**src/rtl/load_store_unit.sv**
```systemverilog
// Memory-access stage: one byte/halfword/word load or store per instruction over a
// valid/ready data-memory port, with lane steering, strobes, extension and alignment faults.
module load_store_unit #(
    parameter int XLEN = 32
) (
    input  logic            clk,
    input  logic            rst_n,
    input  logic            op_valid,
    input  logic            MemWrite,
    input  logic            MemtoReg,
    input  logic [2:0]      LoadOrStoreTYPE,
    input  logic [XLEN-1:0] Address,
    input  logic [XLEN-1:0] StoreData,
    output logic            Stall,
    output logic [XLEN-1:0] LoadData,
    output logic            LoadValid,
    output logic            Fault,
    output logic            mem_req_valid,
    input  logic            mem_req_ready,
    output logic            mem_we,
    output logic [XLEN-1:0] mem_addr,
    output logic [XLEN-1:0] mem_wdata,
    output logic [3:0]      mem_wstrb,
    input  logic            mem_rsp_valid,
    input  logic [XLEN-1:0] mem_rdata,
    output logic [1:0]      debug_state
);
    // Handshake: a request transfers on a cycle where mem_req_valid & mem_req_ready are both
    // high; valid never drops and request fields never change until that cycle. mem_rsp_valid
    // is a single-cycle response (read data or write ack) and only counts in RESP.
    typedef enum logic [1:0] {IDLE = 2'd0, REQ = 2'd1, RESP = 2'd2, DONE = 2'd3} state_t;

    state_t            state, state_nxt;
    logic              start, legal, misaligned, access_fault;
    logic [3:0]        wstrb_d;
    logic [XLEN-1:0]   wdata_d, lane, load_ext;
    logic              we_q, fault_q;
    logic [2:0]        f3_q;
    logic [1:0]        off_q;

    assign start = op_valid & (MemWrite | MemtoReg);

    // Decode of the incoming op; a store wins when both controls are set.
    always_comb begin
        legal      = 1'b0;
        misaligned = 1'b0;
        wstrb_d    = 4'b0000;
        wdata_d    = StoreData;
        if (MemWrite) legal = (LoadOrStoreTYPE == 3'b000) || (LoadOrStoreTYPE == 3'b001) ||
                              (LoadOrStoreTYPE == 3'b010);
        else          legal = (LoadOrStoreTYPE == 3'b000) || (LoadOrStoreTYPE == 3'b001) ||
                              (LoadOrStoreTYPE == 3'b010) || (LoadOrStoreTYPE == 3'b100) ||
                              (LoadOrStoreTYPE == 3'b101);
        case (LoadOrStoreTYPE[1:0])
            2'b00: begin
                wdata_d = {4{StoreData[7:0]}};
                wstrb_d = 4'b0001 << Address[1:0];
            end
            2'b01: begin
                misaligned = Address[0];
                wdata_d    = {2{StoreData[15:0]}};
                wstrb_d    = 4'b0011 << Address[1:0];
            end
            default: begin
                misaligned = |Address[1:0];
                wstrb_d    = 4'b1111;
            end
        endcase
        if (!MemWrite) wstrb_d = 4'b0000;
        access_fault = ~legal | misaligned;
    end

    always_comb begin
        lane = mem_rdata >> {off_q, 3'b000};
        case (f3_q)
            3'b000:  load_ext = {{(XLEN-8){lane[7]}}, lane[7:0]};
            3'b001:  load_ext = {{(XLEN-16){lane[15]}}, lane[15:0]};
            3'b100:  load_ext = {{(XLEN-8){1'b0}}, lane[7:0]};
            3'b101:  load_ext = {{(XLEN-16){1'b0}}, lane[15:0]};
            default: load_ext = lane;
        endcase
    end

    always_ff @(posedge clk) begin
        if (!rst_n) state <= IDLE;
        else        state <= state_nxt;
    end

    always_comb begin
        state_nxt = state;
        case (state)
            IDLE: if (start) state_nxt = access_fault ? DONE : REQ;
            REQ:  if (mem_req_ready) state_nxt = RESP;
            RESP: if (mem_rsp_valid) state_nxt = DONE;
            DONE: state_nxt = IDLE;
            default: state_nxt = IDLE;
        endcase
    end

    always_ff @(posedge clk) begin
        if (!rst_n) begin
            we_q      <= 1'b0;
            fault_q   <= 1'b0;
            f3_q      <= 3'b000;
            off_q     <= 2'b00;
            mem_addr  <= '0;
            mem_wdata <= '0;
            mem_wstrb <= 4'b0000;
            LoadData  <= '0;
        end else begin
            if (state == IDLE && start) begin
                we_q      <= MemWrite;
                fault_q   <= access_fault;
                f3_q      <= LoadOrStoreTYPE;
                off_q     <= Address[1:0];
                mem_addr  <= {Address[XLEN-1:2], 2'b00};
                mem_wdata <= wdata_d;
                mem_wstrb <= wstrb_d;
            end
            if (state == RESP && mem_rsp_valid && !we_q) LoadData <= load_ext;
        end
    end

    // DONE holds Stall low so the pipeline advances while the finished op is still presented.
    always_comb begin
        Stall         = rst_n & (((state == IDLE) & start) | (state == REQ) | (state == RESP));
        mem_req_valid = (state == REQ);
        mem_we        = we_q;
        LoadValid     = (state == DONE) & ~we_q & ~fault_q;
        Fault         = (state == DONE) & fault_q;
        debug_state   = state;
    end
endmodule

```
**config.mk**
```make
export PLATFORM = sky130hd
export DESIGN_NAME = load_store_unit
export DESIGN_NICKNAME = d
export VERILOG_FILES = /design/src/rtl/load_store_unit.sv
export SDC_FILE = /design/constraint.sdc
export NUM_CORES = 1
export LEC_CHECK = 0
export BUFFER_PORTS_ARGS = -buffer_cell sky130_fd_sc_hd__buf_4
export CORE_MARGIN = 2
export CORE_UTILIZATION = 53
export CTS_BUF_LIST = sky130_fd_sc_hd__clkbuf_2
export CTS_CLUSTER_SIZE = 28
export DETAILED_ROUTE_END_ITERATION = 10
export PLACE_DENSITY_LB_ADDON = 0.08
export SETUP_SLACK_MARGIN = 0.3
export SYNTH_ARGS = -nofsm -noshare
export SYNTH_HDL_FRONTEND = slang
export SYNTH_SLANG_ARGS = --single-unit
export TNS_END_PERCENT = 50
```
**constraint.sdc**
```tcl
create_clock -name clk -period 5.4 [get_ports clk]
set_clock_uncertainty 0.15 [all_clocks]
set_input_delay 0.27 -clock clk [delete_from_list [all_inputs] [get_ports clk]]
set_output_delay 0.27 -clock clk [all_outputs]
set_load 0.01 [all_outputs]
```
==> flow_summary.yaml <==
timing:
  drv_slew: 0
  fin_crit_sh: 0.482
  period_minus_slack_ns: 2.60
  finalSetupTns_ns: 0
  tightest_slew_ns: 1.04
  setup_viol: 0
  hold_viol: 0
  max_clock_freq_mhz: 384
  rsz0062_at_grt: "false"
  finalWorstSetupSlack_ns: 2.80
  slew_headroom: 0.306
worst_setup_path:
  crit_required_ns: 4.98
  cp-end-kind: "primary output"
  cp_data_arrival_time_ns: 2.18
  crit_end: "Stall"
  r2r-end: "mem_addr[10]$_SDFFE_PN0P_"
  critPathLaunchType: "flop"
  ff2ff_path_depth: 7
  crit_start: "debug_state[0]$_SDFFE_PN0P_"
  crit_type: "flop to primary output"
  timing.rr.start: "debug_state[0]$_SDFFE_PN0P_"
  crit_fanout: 30
  r2r_slack_ns: 2.89
cts:
  cts_root_buf: "clkbuf_2"
  clkTransAtPathRegs_ns: 0.27
  htree_levels: 3
  cts_made_buffers: 9
  clock_latency_ns: 0.51
  ctsResizeCount: 0
  cts_buffer_depth: 2
  cts.sinks: 107
  cts_tree: "yes"
layout:
  syn_to_final_growth_pct: 48.7
  register_area_um2: 2140
  multi_input_area_um2: 2590
  fill_cells: 601
  nNetsFinal: 959
  drive_above_1_share: 0.283
  fin_cells: 965
  diodes: 0
grt:
  gr-total-overflow: 0
  antenna_found_initial: 0
  grt_max_degree: 110
  grt_first_pass_wirelength_um: 23700
  grt_usage: 0.288
  grt_pass1_vias: 4906
die:
  io_pins: 213
  dieArea_um2: 10200
  start_util: 0.542
  core-area_um2: 9200
  std_cell_rows: 35
  die_x_um: 101
  die_h_um: 101
place:
  placedCellCount: 870
  gp_congestion: 0.868
  port_buffers: 210
  dp_hpwl_um: 9720
  preCtsSetupSlack_ns: 2.98
synth:
  ys_warn_count: 0
  synth_async_sr_flop_share: 0
  syn_avg_cell_area_um2: 8.33
  synth_top_area_cell: "dfxtp_1"
  synthCells: 598
  ys_ff_latch: 107
  yosys-top-cells-area: "dfxtp_1 (43%), nand2_1 (12%), a21boi_0 (9.2%), mux2i_1 (6.8%), a21oi_1 (4.6%)"
  synth_top_flop_cell: "dfxtp_1"
  syn-cell-area_um2: 4980
  synth_top_area_frac: 0.430
  seq_area_frac_synth: 0.430
  synth_enable_flop_cells: 0
  yosysUniqueCellTypes: 39
route:
  top_layer: "met4"
  met2_length_um: 7320
  antenna_left: 0
  wl_met1_um: 6410
  route.detailed.wl_per_inst_um: 15.9
  viasPerCell: 5.38
  firstDrtPassIters: 5
  via_count: 5191
  drc: 0
  wl_um: 15400
  drt_iter0_markers: 267
  wl_met3_um: 1170
min_path:
  min_path_type: "input port to flop"
job:
  max-cap-violations: 0
power_and_ir_drop:
  p_leak_nw: 3.38
  pwr_density_cell_nw_per_um2: 319
  ir_drop_mv: 0.238
outcome:
  outcome: "complete, no violations"
[routing by layer]
| metal | vias up | track usage |
|---|---|---|
| met1 | 2376 | 0.369 |
| met4 | 0 | 0.106 |
| li1 | 2552 | - |
| met3 | 40 | 0.0569 |
| met2 | 223 | 0.484 |
| met5 | - | 0 |
[layout by cell type (no fill, tap or decap), drive strengths merged, types with 2 or more instances in the layout]
cell type / instances
buf: 213
nand2: 157
dfxtp: 107
dlygate4sd3: 79
a21boi: 64
a21oi: 46
o21ai: 42
mux2i: 34
o211a: 16
nor2: 11
o211ai: 11
clkbuf: 10
nand3: 9
mux2: 8
o2bb2ai: 8
inv: 5
nor2b: 5
ha: 4
or2: 3
clkinv: 3
a221oi: 2
conb: 2
bufinv: 2
[final cells by class]
cell class | count | area share
sequential | 107 | 0.289
tap | 111 | 0.0188
clock buffer | 10 | 0.00676
clock inverter | 6 | 0.0108
timing repair buffer | 292 | 0.323
multi-input combinational | 434 | 0.349
inverter | 5 | 0.00253
[registers in the layout (all words and copies together) (netlist names)]
name,flops
mem_we,1
fault_q,1
debug_state,2
mem_wdata,32
off_q,2
mem_wstrb,4
mem_addr,30
LoadData,32
f3_q,3
[worst max-delay path, cell delays in order (launching register included)]
cell and delay, ns:
dfxtp_1 0.42, inv_1 0.11, ha_1 0.20, inv_1 0.11, nor2_4 0.53, o31a_1 0.20
buf_4 0.12
[where the power goes]
part,leakage (nW),switching [W],internal [W]
logic,2.43,0.000484,0.000434
registers,0.874,0.0000974,0.000941
clock network,0.0770,0.000252,0.000151
[cells in the mapped netlist, drive strengths merged (2+ instances only)]
library cell and instances:
nor2 11, mux2 8, o21ai 42, dfxtp 107, nand2 157, a21oi 46, nor2b 5, ha 4
o211ai 11, nand3 9, a21boi 64, a221oi 2, mux2i 34, o211a 16, clkbuf 33, inv 5
buf 20, or2 3, o2bb2ai 8
[what timing repair did]
item,4_1_cts,5_1_grt
endpoints found under the setup margin,0,0
endpoints found under the hold margin,89,0
setup buffers,0,0
hold buffers,79,0
[cells by family after synthesis]
kind of cell / share of synthesized area
adders and majority gates: 0.0100
other: 0.000753
muxes: 0.0909
and+or+nand+nor: 0.152
AOI/OAI and AO/OA: 0.261
DFF: 0.430
xor gates and xnor gates: 0.00176
buffers and inverters: 0.0525
[metrics by stage]
stage	total power [W]	hold WS (ns)	utilization	area (um2)
after floorplan	0.00152	0.265	-	4980
after global placement	0.00188	0.295	0.705	6480
after detailed placement	0.00191	0.307	0.705	6480
after CTS	0.00235	0.00113	0.805	7410
after global routing	0.00250	0.0137	0.805	7410
final	0.00236	0.0337	0.805	7410
[worst min path at each step]
stage | cells after the start | endpoint | from | slack (ns)
2_1_floorplan | 2 | f3_q[2]$_SDFFE_PN0P_ | LoadOrStoreTYPE[2] | 0.26
3_3_place_gp | 2 | mem_wstrb[2]$_SDFFE_PN0P_ | mem_wstrb[2]$_SDFFE_PN0P_ | 0.29
3_5_place_dp | 2 | mem_wstrb[3]$_SDFFE_PN0P_ | mem_wstrb[3]$_SDFFE_PN0P_ | 0.31
4_1_cts | 5 | LoadData[14]$_SDFFE_PN0P_ | mem_rdata[22] | 0.001
5_1_grt | 4 | LoadData[17]$_SDFFE_PN0P_ | mem_rdata[17] | 0.01
6_report | 5 | LoadData[14]$_SDFFE_PN0P_ | mem_rdata[22] | 0.03
(Power assumes the default switching activity.)
